File: src/rtl/regfile_pkg.sv
// Shared types and constants for the register-file access controller.
// Optional build macro: REGFILE_ACCESS_SKIP_EN (skips regfile reads whose
// result is already known: x0 operands and a repeated rs2 address).
package regfile_pkg;

  localparam int XLEN       = 32;
  localparam int ADDR_W     = 5;
  localparam int RF_REGNO_W = 6;

  typedef logic [ADDR_W-1:0] rf_addr_t;
  typedef logic [XLEN-1:0]   rf_data_t;

  localparam rf_addr_t               ADDR_ZERO  = {ADDR_W{1'b0}};
  localparam rf_data_t               DATA_ZERO  = {XLEN{1'b0}};
  localparam logic [RF_REGNO_W-1:0]  REGNO_ZERO = {RF_REGNO_W{1'b0}};

  typedef enum logic [2:0] {
    IDLE  = 3'd0,
    READ1 = 3'd1,
    READ2 = 3'd2,
    RESP  = 3'd3,
    WRITE = 3'd4
  } rf_ctrl_state_e;

  // Architectural address zero-extended onto the wider regfile regno pin.
  function automatic logic [RF_REGNO_W-1:0] zext_regno(input rf_addr_t addr);
    return {{(RF_REGNO_W-ADDR_W){1'b0}}, addr};
  endfunction

  // A second regfile read is only informative when rs2 is neither x0 nor a
  // repeat of rs1 (whose value is captured by the first read).
  function automatic logic rd2_needed(input rf_addr_t a1, input rf_addr_t a2);
    return (a2 != ADDR_ZERO) && (a2 != a1);
  endfunction

endpackage

File: src/rtl/regfile_access_ctrl.sv
// Serialises decode read-pair requests and writeback requests onto the
// single-ported regfile, one register per cycle, and returns the captured
// read pair with a valid/ready handshake.
// Optional build macro: REGFILE_ACCESS_SKIP_EN. When defined, reads of x0 and
// a repeated rs2 are skipped (latency 1..3); otherwise latency is always 3.
module regfile_access_ctrl
  import regfile_pkg::*;
(
  input  logic                   clk,
  input  logic                   rst_n,
  input  logic                   rd_req_valid,
  output logic                   rd_req_ready,
  input  logic [ADDR_W-1:0]      rs1_addr,
  input  logic [ADDR_W-1:0]      rs2_addr,
  output logic                   rd_rsp_valid,
  input  logic                   rd_rsp_ready,
  output logic [XLEN-1:0]        rs1_data,
  output logic [XLEN-1:0]        rs2_data,
  input  logic                   wb_valid,
  output logic                   wb_ready,
  input  logic [ADDR_W-1:0]      wb_addr,
  input  logic [XLEN-1:0]        wb_data,
  output logic [RF_REGNO_W-1:0]  rf_regno,
  output logic                   rf_write,
  output logic [XLEN-1:0]        rf_wdata,
  input  logic [XLEN-1:0]        rf_rdata
);

  rf_ctrl_state_e r_state;
  rf_ctrl_state_e w_state_nxt;

  logic     r_last_grant_wb;
  logic     w_grant_wb;
  logic     w_grant_rd;

  rf_addr_t r_rs1_addr;
  rf_addr_t r_rs2_addr;
  rf_addr_t r_wb_addr;
  rf_data_t r_wb_data;
  rf_data_t r_rs1_q;
  rf_data_t r_rs2_q;
  logic     r_rf_write;

  rf_addr_t w_rd_addr;
  rf_data_t w_rd_capture;

  // Read-skip decisions: at acceptance (from the request inputs) and in
  // READ1 (from the latched addresses).
  logic     w_need_rd1_req;
  logic     w_need_rd2_req;
  logic     w_need_rd2_q;
  logic     w_copy_rs2;

`ifdef REGFILE_ACCESS_SKIP_EN
  assign w_need_rd1_req = (rs1_addr != ADDR_ZERO);
  assign w_need_rd2_req = rd2_needed(rs1_addr, rs2_addr);
  assign w_need_rd2_q   = rd2_needed(r_rs1_addr, r_rs2_addr);
  assign w_copy_rs2     = (r_rs2_addr == r_rs1_addr);
`else
  assign w_need_rd1_req = 1'b1;
  assign w_need_rd2_req = 1'b1;
  assign w_need_rd2_q   = 1'b1;
  assign w_copy_rs2     = 1'b0;
`endif

  // Arbitration in IDLE: sole requester wins; on a tie alternate using last grant.
  always_comb begin
    w_grant_wb = 1'b0;
    w_grant_rd = 1'b0;
    if (rst_n && (r_state == IDLE)) begin
      if (wb_valid && rd_req_valid) begin
        if (r_last_grant_wb) begin
          w_grant_rd = 1'b1;
        end else begin
          w_grant_wb = 1'b1;
        end
      end else if (wb_valid) begin
        w_grant_wb = 1'b1;
      end else if (rd_req_valid) begin
        w_grant_rd = 1'b1;
      end else begin
        w_grant_wb = 1'b0;
        w_grant_rd = 1'b0;
      end
    end else begin
      w_grant_wb = 1'b0;
      w_grant_rd = 1'b0;
    end
  end

  // State register.
  always_ff @(posedge clk or negedge rst_n) begin
    if (!rst_n) begin
      r_state <= IDLE;
    end else begin
      r_state <= w_state_nxt;
    end
  end

  // Next-state logic.
  always_comb begin
    w_state_nxt = r_state;
    case (r_state)
      IDLE: begin
        if (w_grant_wb) begin
          w_state_nxt = WRITE;
        end else if (w_grant_rd) begin
          if (w_need_rd1_req) begin
            w_state_nxt = READ1;
          end else if (w_need_rd2_req) begin
            w_state_nxt = READ2;
          end else begin
            w_state_nxt = RESP;
          end
        end else begin
          w_state_nxt = IDLE;
        end
      end
      READ1: begin
        if (w_need_rd2_q) begin
          w_state_nxt = READ2;
        end else begin
          w_state_nxt = RESP;
        end
      end
      READ2: w_state_nxt = RESP;
      RESP: begin
        if (rd_rsp_ready) begin
          w_state_nxt = IDLE;
        end else begin
          w_state_nxt = RESP;
        end
      end
      WRITE:   w_state_nxt = IDLE;
      default: w_state_nxt = IDLE;
    endcase
  end

  // Remember who won the last grant so ties alternate.
  always_ff @(posedge clk or negedge rst_n) begin
    if (!rst_n) begin
      r_last_grant_wb <= 1'b0;
    end else if (w_grant_wb) begin
      r_last_grant_wb <= 1'b1;
    end else if (w_grant_rd) begin
      r_last_grant_wb <= 1'b0;
    end else begin
      r_last_grant_wb <= r_last_grant_wb;
    end
  end

  // Latch request fields on acceptance; requesters may change them afterwards.
  always_ff @(posedge clk or negedge rst_n) begin
    if (!rst_n) begin
      r_rs1_addr <= ADDR_ZERO;
      r_rs2_addr <= ADDR_ZERO;
      r_wb_addr  <= ADDR_ZERO;
      r_wb_data  <= DATA_ZERO;
    end else begin
      if (w_grant_rd) begin
        r_rs1_addr <= rs1_addr;
        r_rs2_addr <= rs2_addr;
      end else begin
        r_rs1_addr <= r_rs1_addr;
        r_rs2_addr <= r_rs2_addr;
      end
      if (w_grant_wb) begin
        r_wb_addr <= wb_addr;
        r_wb_data <= wb_data;
      end else begin
        r_wb_addr <= r_wb_addr;
        r_wb_data <= r_wb_data;
      end
    end
  end

  // Regfile write strobe as a flop: high for exactly the WRITE cycle, never for x0.
  always_ff @(posedge clk or negedge rst_n) begin
    if (!rst_n) begin
      r_rf_write <= 1'b0;
    end else begin
      r_rf_write <= w_grant_wb && (wb_addr != ADDR_ZERO);
    end
  end

  // Value to capture this cycle; x0 always reads as zero whatever the regfile drives.
  always_comb begin
    if (r_state == READ2) begin
      w_rd_addr = r_rs2_addr;
    end else begin
      w_rd_addr = r_rs1_addr;
    end
    if (w_rd_addr == ADDR_ZERO) begin
      w_rd_capture = DATA_ZERO;
    end else begin
      w_rd_capture = rf_rdata;
    end
  end

  // Holding registers: cleared on read acceptance so skipped reads yield zero.
  always_ff @(posedge clk or negedge rst_n) begin
    if (!rst_n) begin
      r_rs1_q <= DATA_ZERO;
      r_rs2_q <= DATA_ZERO;
    end else begin
      case (r_state)
        IDLE: begin
          if (w_grant_rd) begin
            r_rs1_q <= DATA_ZERO;
            r_rs2_q <= DATA_ZERO;
          end else begin
            r_rs1_q <= r_rs1_q;
            r_rs2_q <= r_rs2_q;
          end
        end
        READ1: begin
          r_rs1_q <= w_rd_capture;
          if (w_copy_rs2) begin
            r_rs2_q <= w_rd_capture;
          end else begin
            r_rs2_q <= r_rs2_q;
          end
        end
        READ2: begin
          r_rs1_q <= r_rs1_q;
          r_rs2_q <= w_rd_capture;
        end
        default: begin
          r_rs1_q <= r_rs1_q;
          r_rs2_q <= r_rs2_q;
        end
      endcase
    end
  end

  // Regfile address/data pins decoded from state; zero outside access states.
  always_comb begin
    rf_regno = REGNO_ZERO;
    rf_wdata = DATA_ZERO;
    case (r_state)
      READ1: rf_regno = zext_regno(r_rs1_addr);
      READ2: rf_regno = zext_regno(r_rs2_addr);
      WRITE: begin
        rf_regno = zext_regno(r_wb_addr);
        rf_wdata = r_wb_data;
      end
      default: begin
        rf_regno = REGNO_ZERO;
        rf_wdata = DATA_ZERO;
      end
    endcase
  end

  assign rf_write     = r_rf_write;
  assign rd_req_ready = w_grant_rd;
  assign wb_ready     = w_grant_wb;
  assign rd_rsp_valid = (r_state == RESP);
  assign rs1_data     = r_rs1_q;
  assign rs2_data     = r_rs2_q;

endmodule
File: config.mk
export PLATFORM = sky130hd
export DESIGN_NAME = regfile_access_ctrl
export DESIGN_NICKNAME = d
export VERILOG_FILES = /design/src/rtl/regfile_pkg.sv /design/src/rtl/regfile_access_ctrl.sv
export SDC_FILE = /design/constraint.sdc
export NUM_CORES = 1
export LEC_CHECK = 0
export CAP_MARGIN = 25
export CORE_MARGIN = 3
export CORE_UTILIZATION = 30
export CTS_BUF_LIST = sky130_fd_sc_hd__clkbuf_4 sky130_fd_sc_hd__clkbuf_8 sky130_fd_sc_hd__clkbuf_16
export CTS_CLUSTER_DIAMETER = 200
export DETAILED_ROUTE_END_ITERATION = 16
export GPL_TIMING_DRIVEN = 0
export PLACE_DENSITY = 0.59
export SLEW_MARGIN = 0
export SYNTH_ARGS = -nofsm -noshare
export SYNTH_HDL_FRONTEND = slang
export SYNTH_SLANG_ARGS = --single-unit
export TNS_END_PERCENT = 100
File: constraint.sdc
create_clock -name clk -period 2.7 [get_ports clk]
set_clock_uncertainty 0.2 [all_clocks]
set_input_delay 0.405 -clock clk [delete_from_list [all_inputs] [get_ports clk]]
set_output_delay 0.405 -clock clk [all_outputs]
set_load 0.01 [all_outputs]
==> results.tsv <==
metric	value	unit
antennaDiodeCount	0	
final_area	9120	um^2
startpoint_type	flip-flop	
port_buffers	188	
die_area	21200	um^2
yosys.cell_count.top_type	dfrtp_1	
critical_path_required	2.10	ns
antenna_found_initial	0	
firstDrtPassIters	4	
cap_viol_max_count	0	
synth_top_cells_by_count	116 x dfrtp_1, 75 x nand2_1, 69 x o21ai_0	
drtIter0Drc	239	
min_period	2.62	ns
power_density	1120	nW/um^2
dp_hpwl	12.7	mm
synth_cells	578	
ctsHtreeMaxLevel	4	
vdd_ir_drop_max	529	uV
ant_nets	0	
setup_tns	0	ns
crit_path_end_kind	output pin	
worst_pin_slew	0.808	ns
min_path_type	flip-flop to flip-flop	
synth_cell_types	30	
setup_viol	0	
die-width	146	um
wirelength	18.7	mm
rows	50	
hold_viol	0	
vias	5042	
wire_per_inst	17.4	um
cts.sinks	116	
synth_area_leaders	dfrtp_1 50%, mux2_4 9.5%, o211ai_1 8.2%	
cts_tree	built	
synth_top_area_frac	0.496	
yosys_warnings	0	
track_usage	0.179	
grt_pass1_vias	5267	
synth_area	5850	um^2
drive_above_1_share	0.160	
cts_buffer_depth	2	
die_h	146	um
synth_top_area_cell	dfrtp_1	
synth_edf_count	0	
drc_errors	0	
path_clk_slew	0.05	ns
worstPathMaxFanout	10	
slew_headroom	0.459	
grt_pass1_wl	30.1	mm
post-route-period-util	0.970	
grt_overflow	0	
outcome	completed	
ys_seq_area_frac	0.496	
routabilityCongestion	0.751	
leakagePower	0.00420	uW
cts_buffers	17	
vias_per_cell	4.68	
area_delta_synth_final	55.7	%
synth-main-ff-cell	dfrtp_1	
multi_input_area	2640	um^2
finalNetCount	889	
initial_core_util	0.309	
rsz0062_at_grt	false	
io-pin-count	190	
synth_nets	662	
fmax	382	MHz
ys_async_sr_fraction	1.00	
cts-root-buf	clkbuf_16	
path_class	flip-flop to output pin	
seqCellArea	2910	um^2
clk_latency	0.41	ns
fillers	1771	
ys_seq_elements	116	
grt_max_degree	51	
syn_avg_cell_area	10.1	um^2
worstPathArrival	2.02	ns
core_area	19000	um^2
report.final.slew_viol_count	0	
placed_cell_area	8090	um^2
## through the flow
step           setup slack [ns]  power, uW  instances  hold WS [ns]  utilization
3_5_place_dp             -0.607       7560       1027         0.196        0.427
3_3_place_gp              -4.94       7500       1026         0.281        0.425
5_1_grt                0.000207      10900       1078         0.304        0.481
4_1_cts                 0.00994      10300       1077         0.299        0.479
2_1_floorplan             0.754       5540        578       -0.0906            -
6_report                 0.0799      10200       1078         0.294        0.481
## worst max-delay path, cell delays in order, from the launching register on
cell and delay (ns):
dfrtp_2 0.46, buf_4 0.17, clkbuf_8 0.17, and2b_2 0.24, a22oi_1 0.15, o21ai_0 0.11
dlygate4sd2_1 0.31
## area by class of cell
cell class | count | share of cell area
clock buffer | 25 | 0.0587
buffer | 45 | 0.0283
sequential | 116 | 0.319
tap | 260 | 0.0357
inverter | 35 | 0.0144
timing repair buffer | 209 | 0.240
multi-input combinational | 381 | 0.289
clock inverter | 7 | 0.0152
## layout by cell type, fill, tap and decap left out, types with 6 or more instances in the layout
cell type and instances:
clkbuf_16 17, buf_2 6, nor2b_1 64, mux2_2 10
mux2_4 37, clkdlybuf4s50_1 153, dlygate4sd2_1 26, nand2_1 75
o211ai_1 64, buf_4 13, o21ai_0 67, inv_1 35
and2_1 32, dfrtp_1 114, clkbuf_1 26, dlymetal6s2s_1 6
clkbuf_8 11
## path summary, 6_finish.rpt
kind                          startpoint            end  slack, ns  cells past startpoint
setup / recovery              r_state[0]    rf_regno[3]       0.08                      6
hold / removal             r_wb_data[28]  r_wb_data[28]       0.29                      1
setup reg to reg           r_rs1_addr[1]   rs1_data[12]       0.56                      4
hold reg to reg            r_wb_data[28]  r_wb_data[28]       0.29                      1
max in group asynchronous          rst_n     r_state[1]       1.10                      4
min in group asynchronous          rst_n   r_wb_data[7]       0.59                      5
## flip-flops by register name, indices dropped and copies added (netlist names)
signal	flops
r_wb_data	32
rs1_data	32
rs2_data	32
r_rs1_addr	5
r_rs2_addr	5
r_wb_addr	5
r_state	3
r_last_grant_wb	1
rf_write	1
## cells by family (layout without fill, tap and decap cells)
family | count (synthesis) | count (layout) | share of synthesized area
simple gates | 188 | 188 | 0.172
compound gates | 145 | 145 | 0.157
flops | 116 | 116 | 0.496
buf+inv | 81 | 321 | 0.0596
mux | 47 | 47 | 0.114
other cells | 1 | 1 | 0.000641
## power breakdown
part | total (uW) | switching [uW] | internal (uW)
Sequential | 3230 | 607 | 2630
Combinational | 4430 | 2040 | 2390
Clock | 2550 | 807 | 1740
Total | 10200 | 3460 | 6760
## what timing repair did
| action | 4_1_cts | 5_1_grt |
|---|---|---|
| cloned | 2 | 0 |
| buffers inserted | 10 | 3 |
| pin swaps | 4 | 2 |
| resized for setup | 57 | 13 |
| hold endpoints to repair | 65 | 0 |
| hold buffers | 6 | 0 |
| endpoints found under the setup margin | 40 | 15 |
## metal layers
| layer | vias up | global-route usage | wire (um) |
|---|---|---|---|
| li1 | 2416 | - | - |
| met1 | 2462 | 0.244 | 8760 |
| met2 | 150 | 0.276 | 8560 |
| met3 | 14 | 0.0570 | 1170 |
| met4 | 0 | 0.0489 | 228 |
| met5 | - | 0 | 0 |
Power figures use the tool's default switching activity.
